File: src/rtl/relu_pre_accumulator.sv
// relu_pre_accumulator
// Sums signed per-element products over a vector of vector_len beats and
// emits one saturated DATA_WIDTH sum per vector as a single-cycle pulse
// toward the ReLU stage. The stream has no backpressure.
module relu_pre_accumulator #(
  parameter int DATA_WIDTH = 16,
  parameter int ACC_WIDTH  = 32,
  parameter int LEN_WIDTH  = 16
) (
  input  logic                  clk,
  input  logic                  rst,
  input  logic [DATA_WIDTH-1:0] product_tdata,
  input  logic                  product_tvalid,
  input  logic [LEN_WIDTH-1:0]  vector_len,
  output logic [DATA_WIDTH-1:0] pre_relu_tdata,
  output logic                  pre_relu_tvalid,
  output logic                  busy,
  output logic                  sat_pulse,
  output logic                  sat_sticky
);

  // Clip limits expressed at accumulator width so the compare is exact.
  localparam logic signed [ACC_WIDTH-1:0] SAT_MAX =
    {{(ACC_WIDTH-DATA_WIDTH+1){1'b0}}, {(DATA_WIDTH-1){1'b1}}};
  localparam logic signed [ACC_WIDTH-1:0] SAT_MIN =
    {{(ACC_WIDTH-DATA_WIDTH+1){1'b1}}, {(DATA_WIDTH-1){1'b0}}};
  localparam logic [DATA_WIDTH-1:0] OUT_MAX = {1'b0, {(DATA_WIDTH-1){1'b1}}};
  localparam logic [DATA_WIDTH-1:0] OUT_MIN = {1'b1, {(DATA_WIDTH-1){1'b0}}};
  localparam logic [LEN_WIDTH-1:0]  LEN_ONE = LEN_WIDTH'(1);

  typedef enum logic [0:0] {
    IDLE  = 1'b0,
    ACCUM = 1'b1
  } state_t;

  state_t                        state_q, state_d;
  logic signed [ACC_WIDTH-1:0]   acc_q, acc_d;
  logic [LEN_WIDTH-1:0]          cnt_q, cnt_d;
  logic [LEN_WIDTH-1:0]          len_q, len_d;
  logic [DATA_WIDTH-1:0]         tdata_q, tdata_d;
  logic                          tvalid_q, tvalid_d;
  logic                          sat_pulse_q, sat_pulse_d;
  logic                          sat_sticky_q, sat_sticky_d;

  logic signed [ACC_WIDTH-1:0]   prod_ext;
  logic signed [ACC_WIDTH-1:0]   sum;
  logic [LEN_WIDTH-1:0]          len_eff;
  logic                          emit;
  logic                          clip_hi;
  logic                          clip_lo;

  // A zero length would never complete, so it behaves as a one-beat vector.
  assign len_eff  = (vector_len == '0) ? LEN_ONE : vector_len;
  assign prod_ext = {{(ACC_WIDTH-DATA_WIDTH){product_tdata[DATA_WIDTH-1]}}, product_tdata};

  // Next-state: vector sequencing, accumulation and emit decision.
  always_comb begin
    state_d = state_q;
    acc_d   = acc_q;
    cnt_d   = cnt_q;
    len_d   = len_q;
    sum     = acc_q + prod_ext;
    emit    = 1'b0;
    case (state_q)
      IDLE: begin
        if (product_tvalid) begin
          len_d = len_eff;
          sum   = prod_ext;
          acc_d = prod_ext;
          cnt_d = LEN_ONE;
          if (len_eff == LEN_ONE) begin
            emit = 1'b1;
          end else begin
            state_d = ACCUM;
          end
        end
      end
      ACCUM: begin
        if (product_tvalid) begin
          sum   = acc_q + prod_ext;
          acc_d = sum;
          cnt_d = cnt_q + LEN_ONE;
          // Length was latched on the first beat; mid-vector changes are ignored.
          if (cnt_d == len_q) begin
            emit    = 1'b1;
            state_d = IDLE;
          end
        end
      end
      default: state_d = IDLE;
    endcase
  end

  // Output stage: saturate the completed sum; outputs idle at zero otherwise.
  always_comb begin
    clip_hi      = (sum > SAT_MAX);
    clip_lo      = (sum < SAT_MIN);
    tvalid_d     = emit;
    tdata_d      = '0;
    sat_pulse_d  = 1'b0;
    sat_sticky_d = sat_sticky_q;
    if (emit) begin
      if (clip_hi) begin
        tdata_d = OUT_MAX;
      end else if (clip_lo) begin
        tdata_d = OUT_MIN;
      end else begin
        tdata_d = sum[DATA_WIDTH-1:0];
      end
      sat_pulse_d  = clip_hi | clip_lo;
      sat_sticky_d = sat_sticky_q | clip_hi | clip_lo;
    end
  end

  // State and output registers; reset discards any partial vector.
  always_ff @(posedge clk or posedge rst) begin
    if (rst) begin
      state_q      <= IDLE;
      acc_q        <= '0;
      cnt_q        <= '0;
      len_q        <= '0;
      tdata_q      <= '0;
      tvalid_q     <= 1'b0;
      sat_pulse_q  <= 1'b0;
      sat_sticky_q <= 1'b0;
    end else begin
      state_q      <= state_d;
      acc_q        <= acc_d;
      cnt_q        <= cnt_d;
      len_q        <= len_d;
      tdata_q      <= tdata_d;
      tvalid_q     <= tvalid_d;
      sat_pulse_q  <= sat_pulse_d;
      sat_sticky_q <= sat_sticky_d;
    end
  end

  assign pre_relu_tdata  = tdata_q;
  assign pre_relu_tvalid = tvalid_q;
  assign busy            = (state_q == ACCUM);
  assign sat_pulse       = sat_pulse_q;
  assign sat_sticky      = sat_sticky_q;

endmodule

File: config.mk
export PLATFORM = sky130hd
export DESIGN_NAME = relu_pre_accumulator
export DESIGN_NICKNAME = d
export VERILOG_FILES = /design/src/rtl/relu_pre_accumulator.sv
export SDC_FILE = /design/constraint.sdc
export NUM_CORES = 1
export LEC_CHECK = 0
export ABC_AREA = 1
export BUFFER_PORTS_ARGS = -buffer_cell sky130_fd_sc_hd__buf_2
export CAP_MARGIN = 20
export CORE_MARGIN = 5
export CORE_UTILIZATION = 60
export CTS_CLUSTER_DIAMETER = 60
export DETAILED_ROUTE_END_ITERATION = 10
export GPL_TIMING_DRIVEN = 0
export PLACE_DENSITY = 0.89
export SYNTH_ARGS = -nofsm -noshare
export SYNTH_HDL_FRONTEND = slang
export SYNTH_SLANG_ARGS = --single-unit
File: constraint.sdc
create_clock -name clk -period 6.5 [get_ports clk]
set_input_delay 1.3 -clock clk [delete_from_list [all_inputs] [get_ports clk]]
set_output_delay 1.3 -clock clk [all_outputs]
set_load 0.02 [all_outputs]
# Yosys cells after proc, flatten, opt, wreduce, memory -nomap -nowiden
# Cells that the tools add are included.
# Widths: inputs -> output; s select.
[totals]
reg_bits = 84
elab_cells = 46
[classes]
add_sub_neg = 2
magnitude_cmp = 2
eq_ne = 4
n_mux = 23
bitwise_logic = 4
n_reduce_logical = 3
[ops]
columns = ["operator", "count"]
rows = [
  ["$pmux 32 s2", 2],
  ["$mux 16", 6],
  ["$mux 32", 3],
  ["$add 32x16->32", 1],
  ["$gt 32x16->1 const B", 1],
  ["$lt 32x16->1 const B", 1],
  ["$pmux 16 s2", 1],
  ["$add 16x1->16 const B", 1],
  ["$eq 16x1->1 const B", 1],
  ["$eq 16x16->1", 1],
  ["$logic_not 16->1", 1],
  ["$mux 1", 9],
  ["$ne 2x2->1 const B", 2],
  ["$pmux 1 s2", 2],
  ["$reduce_and 2->1", 2],
  ["$or 1x1->1", 3],
  ["$not 1->1", 1],
]

# Logic depth before layout (Yosys ltp)
# Gate-level depths: netlist of run 1.
[logic_depth]
ltp_word = 7
depth_mapped = 21

# Worst setup path before layout of run 1
# OpenSTA, ideal clock, no wires.
[synth_timing]
path_kind = "input -> register"
from = "input product_tdata[0]"
to = "register tdata_q[10], in the netlist pre_relu_tdata[10]"
setup_ps = 73
arrival_time_ps = 3330
setup_slack_ps = 3097
cell_stages = 20
path_buffers = 1
cell_sequence = "ha_1 -> fa_1 -> nand3_1 -> nand3_2 -> nand2_1 -> nand2_1 -> nand2_1 -> nand2_1 -> nand3_1 -> nand2_1 -> nand2_1 -> nand2_1 -> nor2_1 -> nand2_1 -> nor2_1 -> nand2_1 -> nand2_2 -> buf_6 -> nand2_1 -> a21oi_2"
[synth_via]
elab_chain_cells = 7
elab_cells_between_ends = 8
classes_between = "1 x add/sub; 2 x order compare; 5 x mux"
[synth_lines]
columns = ["item", "line", "rtl"]
rows = [
  ["start, declared", "12", "input logic [DATA_WIDTH-1:0] product_tdata,"],
  ["$add 32x16->32", "62, 80", ""],
  ["$mux 32", "66", "if (product_tvalid) begin"],
  ["$pmux 32 s2 (*)", "64", "case (state_q)"],
  ["$lt 32x16->1", "97", "clip_lo = (sum < SAT_MIN);"],
  ["$mux 16", "105", "end else if (clip_lo) begin"],
  ["$mux 16 (*)", "103", "if (clip_hi) begin"],
  ["$mux 16 (*)", "102", "if (emit) begin"],
  ["named net tdata_d[10]", "40", "logic [DATA_WIDTH-1:0] tdata_q, tdata_d;"],
  ["end signal, assigned", "131", "tdata_q <= tdata_d;"],
  ["end, declared", "40", ""],
]
# The timed path passes the listed nets; every way through them passes the cells marked *.
# A chain may end at the register's enable or synchronous reset.

# Worst setup path in the final report of run 1
[layout_timing]
from = "input product_tdata[15]"
to = "register tdata_q[7], in the netlist pre_relu_tdata[7]"
# The elaborated chain is that of the path after synthesis.

==> results of run 1 <==
==> final cells by class <==
| type | instances | share of cell area [%] |
|---|---|---|
| Sequential cell | 84 | 29.73 |
| Timing Repair Buffer | 55 | 4.212 |
| Tap cell | 136 | 2.407 |
| Multi-Input combinational cell | 718 | 52.49 |
| Clock buffer | 9 | 1.752 |
| Inverter | 135 | 7.238 |
| Buffer | 21 | 1.610 |
| Clock inverter | 6 | 0.5663 |
==> synth_stat cells, types with 11 or more instances <==
cell / count / area [sq um]
o21ai_0: 39 / 195.2
nand4_1: 12 / 75.07
clkbuf_1: 17 / 63.81
nor2_1: 62 / 232.7
nand2_1: 353 / 1325
dfrtp_1: 84 / 2102
ha_1: 32 / 400.4
a21oi_1: 29 / 145.1
nand3_1: 62 / 310.3
o22ai_1: 11 / 68.82
a21oi_2: 11 / 96.34
inv_1: 123 / 461.7
xnor2_1: 21 / 183.9
xor2_1: 13 / 113.9
o211ai_1: 23 / 172.7
==> worst max-delay path by stage <==
stage	end	startpoint	slack, ns	cells past startpoint
6_report	pre_relu_tdata[7]$_DFF_PP0_	product_tdata[15]	2.65	15
5_1_grt	pre_relu_tdata[7]$_DFF_PP0_	product_tdata[15]	2.50	20
4_1_cts	pre_relu_tdata[7]$_DFF_PP0_	product_tdata[15]	2.78	20
3_5_place_dp	pre_relu_tdata[13]$_DFF_PP0_	product_tdata[15]	2.41	15
3_3_place_gp	acc_q[21]$_DFFE_PP0P_	rst	2.06	2
2_1_floorplan	acc_q[0]$_DFFE_PP0P_	rst	3.03	1
==> cells by family after synthesis <==
family                     count (synthesis)
AOI/OAI and AO/OA                        122
xor gates and xnor gates                  35
adders and majority gates                 33
buffers and inverters                    156
DFF                                       84
and+or+nand+nor                          528
==> sequential cells by signal, indices dropped and copies added (netlist names) <==
register,count
pre_relu_tvalid,1
sat_sticky,1
cnt_q,16
sat_pulse,1
pre_relu_tdata,16
len_q,16
busy,1
acc_q,32
==> metal layers <==
metal / GRT usage (%) / vias up / share of wire [%]
met5: 0 / - / 0
met4: 11.70 / 0 / 3.3
met3: 4.456 / 53 / 7.8
met2: 44.29 / 282 / 46
met1: 37.94 / 2955 / 43
li1: - / 3212 / -
==> worst max-delay path: cells and delay by family <==
| family | cells | cell delay [ns] |
|---|---|---|
| AOI/OAI and AO/OA | 1 | 0.13 |
| adders and majority gates | 1 | 0.48 |
| buffers and inverters | 2 | 0.42 |
| and+or+nand+nor | 11 | 1.81 |
==> power groups by stage <==
stage	clock (mW)	combinational (mW)	sequential, mW
3_5_place_dp	0	1.83	0.759
3_3_place_gp	0	1.78	0.756
4_1_cts	0.348	1.85	0.751
5_1_grt	0.372	2.12	0.770
6_report	0.349	1.88	0.754
2_1_floorplan	0	1.45	0.732
==> metrics by stage <==
stage	power, mW	hold WS (ns)	setup WS [ns]
floorplan	2.182	0.4586	3.035
global placement	2.539	0.4441	2.061
detailed placement	2.593	0.4539	2.415
CTS	2.947	0.4737	2.776
global route	3.262	0.4979	2.499
finish	2.987	0.4760	2.651
==> flow_summary.json, run 1 <==
{
  "numPlacedInstances": 1149,
  "coreArea_sq_um": 10420,
  "num_vias": 6502,
  "io_pins": 55,
  "cts_setup_buffers": 0,
  "end_kind": "flip-flop",
  "fin_util_pct": 67.88,
  "yosysSeqAreaShare_pct": 32.66,
  "io_buffers": 54,
  "final_cells": 1164,
  "crit_top_cell": "nand2_1",
  "finalClockSkew_ns": 0.01881,
  "r2r-end": "pre_relu_tdata[7]$_DFF_PP0_",
  "setup-tns-final_ns": 0,
  "critPathLaunchType": "input pin",
  "slowest_delay_ns": 0.50,
  "cts_max_path_buffers": 2,
  "gp_congestion": 0.9841,
  "multi_input_area_sq_um": 3711,
  "leakage_nw": 3.763,
  "rr_worst_depth": 20,
  "ys_ff_latch": 84,
  "num_rows": 37,
  "drt_drc_violations_left": 0,
  "initial_core_util_pct": 61.79,
  "dieWidth_um": 113.6,
  "syn2layout_area_growth_pct": 9.856,
  "gr-total-overflow": 0,
  "hpwl_um": 13710,
  "synth-xor-area-share_pct": 4.879,
  "via_per_inst": 5.586,
  "drt-pass1-iter-count": 5,
  "dr.first_iter.drc_count": 742,
  "cp_cell_sequence": "buf_2 > ha_1 > nand2_1 > nor4_1 > nand3_1 > nand3_1 > nand2_1 > nor2_1 > nand2_1 > nor2_1 > nand2_1 > nand2_2 > buf_6 > nand2_1 > a21oi_2",
  "min_period_ns": 3.849,
  "layout_common_cells": "nand2_1 (353), inv_1 (122), dfrtp_1 (84), nand3_1 (62), nor2_1 (62)",
  "antenna_found_initial": 0,
  "p_clk_share_pct": 11.7,
  "layout-drive-gt1-share_pct": 10.80,
  "rsz0062_at_grt": "false",
  "swShare_pct": 51.51,
  "final_common_cell": "nand2_1",
  "avgSynthCellArea_sq_um": 6.718,
  "placed_area_sq_um": 6907,
  "netlist_area_sq_um": 6436,
  "r2r-start": "acc_q[0]$_DFFE_PP0P_",
  "synthArstFlopShare_pct": 100.0,
  "synth-simple-area-share_pct": 34.74,
  "relSlewSlack_pct": 58.36,
  "p_per_area_nw_per_um2": 422.4,
  "drv_cap": 0,
  "synth_edf_count": 0,
  "hp-class": "reg2reg",
  "synth_cell_types": 45,
  "p_switching_mw": 1.539,
  "max_freq_mhz": 259.8,
  "grt_pass1_vias": 6086,
  "required_ns": 6.81,
  "clk_latency_ns": 0.39,
  "final-seq-area_sq_um": 2102,
  "cts_max_level": 3,
  "cts-root-buf": "clkbuf_8",
  "hold_violations": 0,
  "cts.repair.resized": 0,
  "sequentialPowerShare_pct": 25.2,
  "dieArea_sq_um": 12900,
  "pwr-share-comb_pct": 63.1,
  "grt_use_total_pct": 27.89,
  "criticalPathCategory": "in2reg",
  "synth_flop_cell": "dfrtp_1",
  "routedWlPerCell_um": 15.00,
  "synth_compound_area_share_pct": 11.51,
  "synthAdderAreaFrac_pct": 6.532,
  "fin_crit_sh_pct": 59.21,
  "cts_tree": "built",
  "yosysWarningCount": 0,
  "final_area_sq_um": 7071,
  "slowest_stage": "nor4_1",
  "finalSetupViolations": 0,
  "finalMaxSlewViolations": 0,
  "hold_depth": 2,
  "min_to": "sat_sticky$_DFFE_PP0P_",
  "reg2reg_slack_ns": 3.40,
  "num-nets-final": 1092,
  "die_y_um": 113.6,
  "synth_cells": 958,
  "synth_top_family_by_area": "simple AND/OR/NAND/NOR gates",
  "cts.clk_slew.worst_paths_ns": 0.09,
  "grt_max_degree": 60,
  "clock-sinks": 84,
  "min_from": "sat_sticky$_DFFE_PP0P_",
  "tightest_slew_ns": 0.6246,
  "hold_buffers": 0,
  "numCtsBuffers": 9,
  "synth_nets": 1026,
  "ant_nets": 0,
  "grt_first_pass_wirelength_um": 28710,
  "synth_mux_area_share_pct": 0,
  "peakVddDrop_uv": 283.5,
  "cp.arrival_ns": 4.16,
  "status": "completed",
  "intPower_mw": 1.448,
  "wirelength_um": 17460,
  "crit_fanout": 18,
  "n_fill_cell": 905,
  "antenna_cells": 0
}
Power figures use the tool's default switching activity.
==> run 2, diff against run 1 <==
- CORE_UTILIZATION: 60 -> 55
- PLACE_DENSITY: 0.89 -> 0.86
- clock period: 6.5 -> 3.2 ns (I/O delays scaled with it)
==> run 2 against run 1 <==
  * Total power up 120%
  * Clock skew down 0.0088 ns
  * Setup slack worse by 2.4 ns
  * Critical endpoint is now pre_relu_tdata[11]$_DFF_PP0_
  * Wire length down 2.5%
  * Critical path type unchanged
  * Sequential cell count unchanged
==> flow_summary.json, run 2 (synthesized netlist as in run 1, its figures left out) <==
{
  "largest_reg_flops": 32,
  "placed_area_sq_um": 6915,
  "cts_tree": "built",
  "drt_drc_violations_left": 0,
  "status": "completed",
  "total_power_mw": 6.524,
  "n_fill_cell": 1016,
  "hpwl_um": 13320,
  "num-nets-final": 1092,
  "hp-class": "in2async",
  "numCtsBuffers": 9,
  "antenna_found_initial": 0,
  "criticalPathCategory": "in2reg",
  "final_common_cell": "nand2_1",
  "critPathLaunchType": "input pin",
  "layout-drive-gt1-share_pct": 12.24,
  "crit_fanout": 10,
  "r2r-end": "pre_relu_tdata[11]$_DFF_PP0_",
  "finalSetupViolations": 0,
  "drv_cap": 0,
  "peakVddDrop_uv": 567.0,
  "numPlacedInstances": 1156,
  "dieWidth_um": 118.2,
  "reg2reg_slack_ns": 0.28,
  "num_vias": 6392,
  "cts.clk_slew.worst_paths_ns": 0.06,
  "grt_first_pass_wirelength_um": 27990,
  "layout_common_cells": "nand2_1 (353), inv_1 (122), dfrtp_1 (84), nand3_1 (61), nor2_1 (61)",
  "cts_setup_buffers": 0,
  "clock-sinks": 84,
  "gr-total-overflow": 0,
  "required_ns": 3.48,
  "cts.repair.resized": 0,
  "finalMaxSlewViolations": 0,
  "cts_max_level": 3,
  "final_cells": 1172,
  "p_per_area_nw_per_um2": 891.6,
  "max_freq_mhz": 340.4,
  "io_buffers": 54,
  "end_kind": "flip-flop",
  "antenna_cells": 0,
  "rr_worst_depth": 16,
  "fin_ws_ns": 0.2619,
  "leakage_nw": 3.823,
  "min_period_ns": 2.938,
  "grt_pass1_vias": 5786,
  "dr.first_iter.drc_count": 672,
  "initial_core_util_pct": 56.13,
  "cp.arrival_ns": 3.22,
  "tightest_slew_ns": 0.6121,
  "regMostFlops": "acc_q",
  "die_y_um": 118.2,
  "wirelength_um": 17040,
  "io_pins": 55,
  "rsz0062_at_grt": "false",
  "final_area_sq_um": 7317,
  "coreArea_sq_um": 11470,
  "relSlewSlack_pct": 59.20,
  "cts-root-buf": "clkbuf_16",
  "finalClockSkew_ns": 0.01003,
  "syn2layout_area_growth_pct": 13.69,
  "num_rows": 39,
  "fin_crit_sh_pct": 91.82,
  "dp_slack_ns": -0.2381,
  "grt_max_degree": 53,
  "drt-pass1-iter-count": 6,
  "clk_latency_ns": 0.35,
  "hold_violations": 0,
  "via_per_inst": 5.454,
  "ant_nets": 0,
  "dieArea_sq_um": 13970,
  "grt_use_total_pct": 24.43,
  "hold_buffers": 0,
  "cts_max_path_buffers": 2,
  "routedWlPerCell_um": 14.54,
  "gp_congestion": 1.018,
  "r2r-start": "acc_q[0]$_DFFE_PP0P_"
}
==> run 2: through the flow <==
step                      TNS [ns]  utilization [%]  hold slack [ns]
final                            0            63.81           0.2982
after global routing             0            63.81           0.3332
after CTS                        0            62.95           0.3157
after detailed placement    -2.571            60.31           0.4456
after global placement      -48.75            60.04           0.4426
after floorplan                  0                -           0.4586
==> run 2: how the worst max path moves through the flow <==
stage               slack (ns)              start                           end
global placement         -0.55                rst         acc_q[21]$_DFFE_PP0P_
global route              0.03  product_tdata[15]  pre_relu_tdata[11]$_DFF_PP0_
detailed placement       -0.24  product_tdata[15]  pre_relu_tdata[11]$_DFF_PP0_
finish                    0.26   product_tdata[0]  pre_relu_tdata[11]$_DFF_PP0_
CTS                       0.11  product_tdata[15]  pre_relu_tdata[11]$_DFF_PP0_
floorplan                 0.39                rst          acc_q[0]$_DFFE_PP0P_
==> run 2: area by class of cell <==
type | instances | area [sq um] | share of cell area, %
tap | 143 | 178.9 | 2.445
timing repair buffer | 55 | 300.3 | 4.104
inverter | 135 | 511.7 | 6.994
buffer | 21 | 113.9 | 1.556
multi-input combinational | 718 | 3807 | 52.03
clock buffer | 12 | 246.5 | 3.369
sequential | 84 | 2102 | 28.73
clock inverter | 4 | 56.30 | 0.7695
==> run 2: critical path: stages <==
cell and delay (ns):
buf_2 0.11, ha_1 0.22, fa_2 0.38, nand3_1 0.10, nand3_2 0.13, nand2_1 0.09
nand3_1 0.18, nand3_1 0.22, nand4_1 0.11, nand2_1 0.14, nand4_1 0.11, nor2_1 0.17
nand2_1 0.13, nand2_4 0.13, buf_6 0.14, nand2_1 0.07, a21oi_2 0.14
==> run 2: layer usage <==
layer	share of wire (%)	global-route usage, %
met1	45	34.54
met2	46	38.43
met3	6.9	3.916
met4	2.9	7.957
met5	0	0
==> run 2: where the power goes <==
| group | switching (mW) | internal, mW |
|---|---|---|
| registers | 0.216 | 1.34 |
| clock network | 0.446 | 0.634 |
| logic | 2.50 | 1.39 |
==> run 3, diff against run 2 <==
- ABC_AREA: 1 -> unset
==> run 3 against run 2 <==
  * The flow now finishes with violations (negative setup slack)
  * Critical path type unchanged
  * Critical endpoint unchanged
  * Worst hold slack better by 0.059 ns
  * Critical path depth down 2
  * Die area shrank 1.1%
  * Synthesized area down 1.2%
  * Combinational power up 44%
  * Global-route usage up 0.49 points
  * Register-to-register slack got worse by 0.74 ns
  * Largest power group unchanged
  * Clock skew about the same
  * Via count down 2.9%
  * Sequential cell count unchanged
  * Fmax shrank 20%
  * Setup slack lost 0.73 ns
==> flow_summary.json, run 3 <==
{
  "status": "finished with violations",
  "violations": "negative setup slack",
  "antenna_cells": 0,
  "ys_top_cells_by_area": "dfrtp_1 (33%), ha_1 (6.3%), a21oi_1 (5.7%), nand2_1 (4.9%), mux2i_1 (4.6%)",
  "layout_common_cells": "dfrtp_1 (83), nand2_1 (80), nor2_1 (73), a21oi_1 (65), buf_2 (52)",
  "slowest_stage": "fa_2",
  "drt-pass1-iter-count": 8,
  "routedWlPerCell_um": 20.10,
  "yosys.area.top_type": "dfrtp_1",
  "holdWs_ns": 0.3570,
  "total_power_mw": 8.215,
  "r2r-end": "pre_relu_tdata[11]$_DFF_PP0_",
  "setup-tns-final_ns": -7.455,
  "ant_nets": 0,
  "dp_slack_ns": -1.144,
  "cts.clk_slew.worst_paths_ns": 0.07,
  "critPathBufInv": 3,
  "rr_worst_depth": 14,
  "synth_flop_cell": "dfrtp_1",
  "sequentialPowerShare_pct": 19.4,
  "wirelength_um": 19420,
  "critPathLaunchType": "input pin",
  "fin_crit_sh_pct": 114.7,
  "num_vias": 6206,
  "placed_area_sq_um": 6865,
  "numCtsBuffers": 9,
  "synth_cell_types": 79,
  "grt_pass1_vias": 5787,
  "io_pins": 55,
  "rsz0062_at_grt": "true",
  "slowest_delay_ns": 0.36,
  "synthDominantCellAreaShare_pct": 33.06,
  "reg2reg_slack_ns": -0.46,
  "grt_max_degree": 44,
  "swShare_pct": 48.27,
  "drt_drc_violations_left": 0,
  "final_common_cell": "dfrtp_1",
  "crit_family": "compound AO/OA/AOI/OAI gates",
  "largest_reg_flops": 32,
  "criticalPathCategory": "in2reg",
  "netlist_area_sq_um": 6359,
  "cts_tree": "built",
  "min_period_ns": 3.670,
  "finalMaxSlewViolations": 0,
  "synth_nets": 792,
  "regMostFlops": "acc_q",
  "synth.most_common_cell": "dfrtp_1",
  "via_per_inst": 6.424,
  "grt_use_total_pct": 24.93,
  "tightest_slew_ns": 0.7822,
  "gr-total-overflow": 0,
  "die_y_um": 117.5,
  "relSlewSlack_pct": 47.86,
  "hold_violations": 0,
  "crit_fanout": 5,
  "r2r-start": "acc_q[0]$_DFFE_PP0P_",
  "yosysSeqAreaShare_pct": 33.06,
  "max_freq_mhz": 272.5,
  "dieArea_sq_um": 13810,
  "dieWidth_um": 117.5,
  "intPower_mw": 4.250,
  "synth_cells": 724,
  "num-nets-final": 886,
  "hpwl_um": 12410,
  "numPlacedInstances": 921,
  "initial_core_util_pct": 55.93,
  "ys_ff_latch": 84,
  "pwr-share-comb_pct": 68.0,
  "finalSetupViolations": 17,
  "synthArstFlopShare_pct": 100.0,
  "end_kind": "flip-flop",
  "avgSynthCellArea_sq_um": 8.783,
  "cp_cell_sequence": "buf_2 > ha_4 > fa_2 > a21o_1 > a221o_1 > a21o_4 > a21oi_4 > xnor2_4 > nor4bb_4 > nand4_4 > nor4_4 > a211oi_4 > buf_4 > buf_6 > o31ai_2",
  "drv_cap": 0,
  "fin_ws_ns": -0.4699,
  "cts-root-buf": "clkbuf_16",
  "final_area_sq_um": 7856,
  "syn2layout_area_growth_pct": 23.55,
  "peakVddDrop_uv": 555.0,
  "gp_congestion": 0.9377,
  "num_rows": 39,
  "antenna_found_initial": 0,
  "p_clk_share_pct": 12.6,
  "cts_max_level": 3,
  "p_per_area_nw_per_um2": 1046,
  "grt_first_pass_wirelength_um": 28360,
  "ys_top_cells_by_count": "dfrtp_1 (84), nand2_1 (83), nor2_1 (75)",
  "leakage_nw": 3.617,
  "yosysWarningCount": 0,
  "clock-sinks": 84,
  "dr.first_iter.drc_count": 690,
  "io_buffers": 53,
  "coreArea_sq_um": 11370,
  "synth_edf_count": 0,
  "layout-drive-gt1-share_pct": 25.27,
  "final_cells": 966,
  "cp.arrival_ns": 3.93,
  "p_switching_mw": 3.965,
  "required_ns": 3.46,
  "fin_util_pct": 69.10,
  "cts_max_path_buffers": 2,
  "clk_latency_ns": 0.35,
  "finalClockSkew_ns": 0.01052,
  "hp-class": "in2async"
}
[run 3: changes by cell type in the layout (fill, tap and decap cells not counted), moves of 13 or more]
| cell | change |
|---|---|
| o211ai_1 | -19 |
| nand2_1 | -273 |
| buf_4 | +26 |
| nand3_1 | -41 |
| a21o_1 | +13 |
| a21oi_1 | +39 |
| mux2i_1 | +29 |
| inv_1 | -103 |
[run 3: worst reg2reg max path: cells and delay by family (launching register included)]
kind	cells	cell delay, ns
flip-flops	1	0.41
AO/OA/AOI/OAI	6	1.38
XOR/XNOR	1	0.17
AND/OR/NAND/NOR	3	0.78
buffers and inverters	2	0.30
adder cells (fa/ha/maj)	2	0.54
[run 3: cell families after synthesis]
logic type | count (synthesis) | share of synthesized area [%]
xor gates and xnor gates | 55 | 7.812
buffers and inverters | 62 | 5.608
DFF | 84 | 33.06
AOI/OAI and AO/OA | 201 | 21.90
and+or+nand+nor | 253 | 19.21
muxes | 36 | 5.805
adders and majority gates | 33 | 6.612
[run 3: repair_timing]
item,in CTS,in global routing
gates cloned,1,1
setup buffers,15,13
pin swaps,31,21
setup endpoints to repair,23,22
gates resized for setup,35,52
hold buffers,0,0
[run 3: how the worst max path moves through the flow]
stage                          from                      endpoint  slack, ns  cells after the start
2_1_floorplan      product_tdata[0]   pre_relu_tdata[5]$_DFF_PP0_      -0.31                     14
3_3_place_gp      product_tdata[15]  pre_relu_tdata[14]$_DFF_PP0_      -1.12                     14
3_5_place_dp      product_tdata[15]   pre_relu_tdata[5]$_DFF_PP0_      -1.14                     14
4_1_cts        acc_q[0]$_DFFE_PP0P_   pre_relu_tdata[6]$_DFF_PP0_      -0.44                     15
5_1_grt        acc_q[0]$_DFFE_PP0P_  pre_relu_tdata[11]$_DFF_PP0_      -0.54                     14
6_report           product_tdata[0]  pre_relu_tdata[11]$_DFF_PP0_      -0.47                     15
[run 3: layer usage]
| layer | global-route usage (%) | wire length, um | share of wire (%) | vias to the layer above |
|---|---|---|---|---|
| met3 | 6.055 | 1727 | 8.9 | 67 |
| met5 | 0 | 0 | 0 | - |
| met4 | 9.677 | 709 | 3.7 | 0 |
| li1 | - | - | - | 2805 |
| met2 | 42.82 | 9643 | 50 | 379 |
| met1 | 30.06 | 7341 | 38 | 2955 |
[run 3: layout make-up]
class	instances	area, sq um
multi-input combinational	578	4353
fill	790	3513
sequential	84	2103
timing repair buffer	83	540.5
buffer	41	312.8
clock buffer	10	239.0
tap	143	178.9
inverter	21	81.33
clock inverter	6	47.55
[run 3: power groups by stage]
stage | logic [mW] | registers (mW) | clock network [mW]
after floorplan | 3.39 | 1.52 | 0
after global placement | 4.05 | 1.57 | 0
after detailed placement | 4.17 | 1.58 | 0
after CTS | 4.74 | 1.57 | 1.03
after global routing | 5.95 | 1.62 | 1.07
final | 5.59 | 1.59 | 1.03
